$ cat src/rtl/rotate_right_seq_pkg.sv
// Shared constants and state encoding for the sequential rotate-right unit.
package rotate_right_seq_pkg;

    localparam int unsigned ROR_WIDTH  = 32;
    localparam int unsigned ROR_STAGES = 5;
    // Stage counter width; must hold 0..ROR_STAGES-1.
    localparam int unsigned ROR_KW     = 3;

    typedef enum logic {
        ROR_IDLE = 1'b0,
        ROR_RUN  = 1'b1
    } ror_state_e;

endpackage

$ cat src/rtl/rotr_stage.sv
// One logarithmic rotate stage: rotates right by 2^k when enabled, else passes through.
module rotr_stage
    import rotate_right_seq_pkg::*;
#(
    parameter int unsigned WIDTH = ROR_WIDTH
) (
    input  logic [WIDTH-1:0]  in,
    input  logic              en,
    input  logic [ROR_KW-1:0] k,
    output logic [WIDTH-1:0]  out
);

    logic [2*WIDTH-1:0] dbl;

    always_comb begin
        // Shifting the doubled word turns a rotate into a plain shift.
        dbl = {in, in} >> (1 << k);
        out = en ? dbl[WIDTH-1:0] : in;
    end

endmodule

$ cat src/rtl/rotate_right_seq.sv
// Multi-cycle rotate-right: one logarithmic stage per clock, done strobe on completion.
module rotate_right_seq
    import rotate_right_seq_pkg::*;
#(
    parameter int unsigned WIDTH = ROR_WIDTH,
    parameter int unsigned LOG2W = ROR_STAGES
) (
    input  logic             clock,
    input  logic             clear,
    input  logic             start,
    input  logic [WIDTH-1:0] A,
    input  logic [WIDTH-1:0] B,
    output logic [WIDTH-1:0] R,
    output logic             busy,
    output logic             done
);

    ror_state_e        state_q, state_d;
    logic [ROR_KW-1:0] k_q, k_d;
    logic [WIDTH-1:0]  work_q, work_d;
    logic [LOG2W-1:0]  m_q, m_d;
    logic [WIDTH-1:0]  r_q, r_d;
    logic              done_q, done_d;
    logic [WIDTH-1:0]  stage_out;

    // Only B mod WIDTH matters.
    logic unused_b;
    assign unused_b = ^B[WIDTH-1:LOG2W];

    rotr_stage #(
        .WIDTH(WIDTH)
    ) u_stage (
        .in (work_q),
        .en (m_q[k_q]),
        .k  (k_q),
        .out(stage_out)
    );

    always_comb begin
        state_d = state_q;
        k_d     = k_q;
        work_d  = work_q;
        m_d     = m_q;
        r_d     = r_q;
        done_d  = 1'b0;
        unique case (state_q)
            ROR_IDLE: begin
                if (start) begin
                    work_d  = A;
                    m_d     = B[LOG2W-1:0];
                    k_d     = '0;
                    state_d = ROR_RUN;
                end
            end
            ROR_RUN: begin
                work_d = stage_out;
                k_d    = k_q + 1'b1;
                if (k_q == ROR_KW'(LOG2W - 1)) begin
                    r_d     = stage_out;
                    done_d  = 1'b1;
                    k_d     = '0;
                    state_d = ROR_IDLE;
                end
            end
            default: state_d = ROR_IDLE;
        endcase
    end

    always_ff @(posedge clock or posedge clear) begin
        if (clear) begin
            state_q <= ROR_IDLE;
            k_q     <= '0;
            work_q  <= '0;
            m_q     <= '0;
            r_q     <= '0;
            done_q  <= 1'b0;
        end else begin
            state_q <= state_d;
            k_q     <= k_d;
            work_q  <= work_d;
            m_q     <= m_d;
            r_q     <= r_d;
            done_q  <= done_d;
        end
    end

    assign R    = r_q;
    assign busy = (state_q == ROR_RUN);
    assign done = done_q;

endmodule
$ cat config.mk
export PLATFORM = sky130hd
export DESIGN_NAME = rotate_right_seq
export DESIGN_NICKNAME = d
export VERILOG_FILES = /design/src/rtl/rotate_right_seq_pkg.sv /design/src/rtl/rotr_stage.sv /design/src/rtl/rotate_right_seq.sv
export SDC_FILE = /design/constraint.sdc
export NUM_CORES = 1
export LEC_CHECK = 0
export ABC_AREA = 1
export CAP_MARGIN = 20
export CORE_ASPECT_RATIO = 2
export CORE_MARGIN = 4
export CORE_UTILIZATION = 46
export CTS_BUF_LIST = sky130_fd_sc_hd__clkbuf_16
export CTS_CLUSTER_DIAMETER = 30
export DETAILED_ROUTE_END_ITERATION = 6
export GPL_TIMING_DRIVEN = 0
export PLACE_DENSITY = 0.77
export RECOVER_POWER = 100
export SLEW_MARGIN = 10
export SYNTH_ARGS = -nofsm -noshare
export SYNTH_HDL_FRONTEND = slang
export SYNTH_SLANG_ARGS = --single-unit
$ cat constraint.sdc
create_clock -name clock -period 2.8 [get_ports clock]
set_clock_uncertainty 0.1 [all_clocks]
set_input_delay 0.56 -clock clock [delete_from_list [all_inputs] [get_ports clock]]
set_output_delay 0.56 -clock clock [all_outputs]
set_load 0.01 [all_outputs]
==> impl_metrics.json <==
{
  "crit_family": "simple AND/OR/NAND/NOR gates",
  "io_buffers": 72,
  "postSynthAreaPerCell_sq_um": 5.97,
  "arrival_ps": 2890,
  "drv_cap": 0,
  "synth_top_cell_area_share": 0.297,
  "outcome": "finished clean",
  "antenna_found_initial": 0,
  "ys_seq_elements": 74,
  "syn_area_sq_um": 6240,
  "yosysSeqAreaShare": 0.297,
  "tightest_slew_ps": 1430,
  "initial_core_util": 0.467,
  "ctsHoldBuffers": 0,
  "synth-main-ff-cell": "dfrtp_1",
  "critPathKind": "reg2reg",
  "rsz0062_at_grt": "false",
  "ys_top_cells_by_count": "411 x nand2_1, 280 x nand3_1, 74 x dfrtp_1, 73 x inv_1, 34 x nor2_1",
  "drt_iter0_markers": 617,
  "critPathMaxStageDelay_ps": 680,
  "die_h_um": 173,
  "drtPass1Iterations": 6,
  "antenna_cells": 0,
  "final_area_sq_um": 7770,
  "die_area_sq_um": 15600,
  "ant_nets": 0,
  "root_buffer": "clkbuf_16",
  "path_clk_slew_ps": 60,
  "hold_viol": 0,
  "placed_area_sq_um": 7180,
  "cts_tree": "done",
  "hold_depth": 2,
  "hp-start": "R[29]",
  "crit_buf_inv": 3,
  "path_cells": "buf_6, inv_12, ha_1, clkbuf_1, nand3_1, nand3_1, nand3_1, nand2_1, nand2_1, nand2_1, nand2_1",
  "overflow": 0,
  "ff2ff_path_depth": 11,
  "first_global_vias": 7895,
  "fin_setup_tns_ps": 0,
  "synth.most_common_cell": "nand2_1",
  "layout_worst_path_cycle_share": 0.986,
  "min_to": "R[29]",
  "final_core_util": 0.581,
  "slew_violations": 0,
  "required_ps": 2920,
  "io_pins": 101,
  "synth_edf_count": 0,
  "cts_sinks": 74,
  "synthArstFlopShare": 1.00,
  "clockBufferDepth": 2,
  "crit_path_start_kind": "flop",
  "path_max_fanout": 10,
  "max_freq_ghz": 0.362,
  "synth.distinct_cells": 29,
  "r2r_start": "k_q[2]",
  "fin_nets": 1203,
  "fp.dieW_um": 90.4,
  "core-area_sq_um": 13400,
  "cp_slowest_cell": "clkbuf_1",
  "grt_first_pass_wirelength_um": 45800,
  "yosys_warnings": 0,
  "insertion_delay_ps": 340,
  "hp-class": "reg2reg",
  "num-fill-cells": 1229,
  "netlist_instances": 1045,
  "gp_congestion": 1.05,
  "finalCriticalPeriod_ps": 2760,
  "r2r_setup_slack_ps": 40,
  "drc": 0,
  "rows": 60,
  "routed_wl_um": 30600,
  "end_kind": "flop",
  "reg2reg_to": "R[26]",
  "path_common_cell": "nand2_1",
  "syn-num-nets": 1118,
  "vias": 7874,
  "vias_per_cell": 6.10,
  "drive_gt1_frac": 0.118,
  "setup_violations": 0,
  "maxSlewHeadroom": 0.0410,
  "place_hpwl_um": 24400,
  "cts_buffers": 9,
  "ys_top_cells_by_area": "dfrtp_1 30%, nand2_1 25%, nand3_1 22%",
  "post_drt_wl_per_cell_um": 23.7,
  "grt_start_max_net_pins": 42,
  "area.growth.synth_to_final_pct": 24.4,
  "synth_top_area_cell": "dfrtp_1",
  "global_route.usage.total": 0.390,
  "h-tree-depth": 3
}
## cell type report
type                    instances  area [sq um]  share of cell area
plain buffers                  63           352              0.0453
clock buffers                   9           225              0.0290
inverters                      82           324              0.0417
flip-flops and latches         74          1850               0.239
clock inverters                 7          91.3              0.0118
multi-input cells             826          3990               0.514
well taps                     155           194              0.0250
repair buffers                 74           736              0.0947
## through the flow
step / hold WS (ps) / worst slack [ps] / instances
final: 376 / 38.7 / 1290
after global routing: 394 / 7.99 / 1290
after CTS: 381 / 2.29 / 1289
after detailed placement: 364 / -388 / 1273
after global placement: 365 / -860 / 1272
after floorplan: 379 / 258 / 1045
## worst max-delay path by stage
stage | start | end | slack (ps) | depth (start not counted)
2_1_floorplan | clear | R[0] | 260 | 1
3_5_place_dp | k_q[0] | work_q[24] | -390 | 11
5_1_grt | k_q[0] | work_q[16] | 8 | 14
6_report | k_q[2] | R[26] | 40 | 11
4_1_cts | k_q[0] | work_q[12] | 2 | 14
3_3_place_gp | clear | work_q[21] | -860 | 2
## metal layers
layer	vias to the layer above	GRT usage	routed length, um
li1	3565	-	-
met3	182	0.0531	1940
met5	-	0	0
met1	3594	0.384	9930
met4	0	0.393	3710
met2	533	0.674	15000
## placed cells by master, fill, tap and decap left out, types with 6 or more instances in the layout
cell,instances
nand2_1,407
nand3_1,263
dfrtp_1,73
inv_1,70
o21ai_0,37
clkdlybuf4s50_1,37
dlygate4sd3_1,35
clkbuf_1,24
nor2_2,20
a21oi_1,20
nand3_2,17
buf_2,12
o21ai_1,11
buf_6,9
nor2_1,9
clkbuf_16,9
clkbuf_2,8
inv_2,7
nor2_4,7
buf_4,6
o21ai_2,6
## kinds of logic after synthesis
kind of cell,count (synthesis),share of synthesized area
multiplexers,5,0.00902
AND/OR/NAND/NOR,738,0.514
AO/OA/AOI/OAI,77,0.0643
buffers and inverters,145,0.104
flip-flops,74,0.297
adder cells (fa/ha/maj),6,0.0120
## tightest hold or removal path: stages (launching register included)
cell,delay [ps]
dfrtp_1,330
nand2_1,50
nand2_1,60
## timing repair
item / in CTS / in global routing
pin swaps: 0 / 1
gates resized for setup: 36 / 54
setup buffers: 0 / 1
setup endpoints to repair: 47 / 62
## registers in the layout, indices dropped and copies added (netlist names)
register	flops
R	32
busy	1
done	1
k_q	3
m_q	5
work_q	32
Power is not shown: default switching activity piles up to over one toggle a cycle in this logic, so the estimate is an artifact.
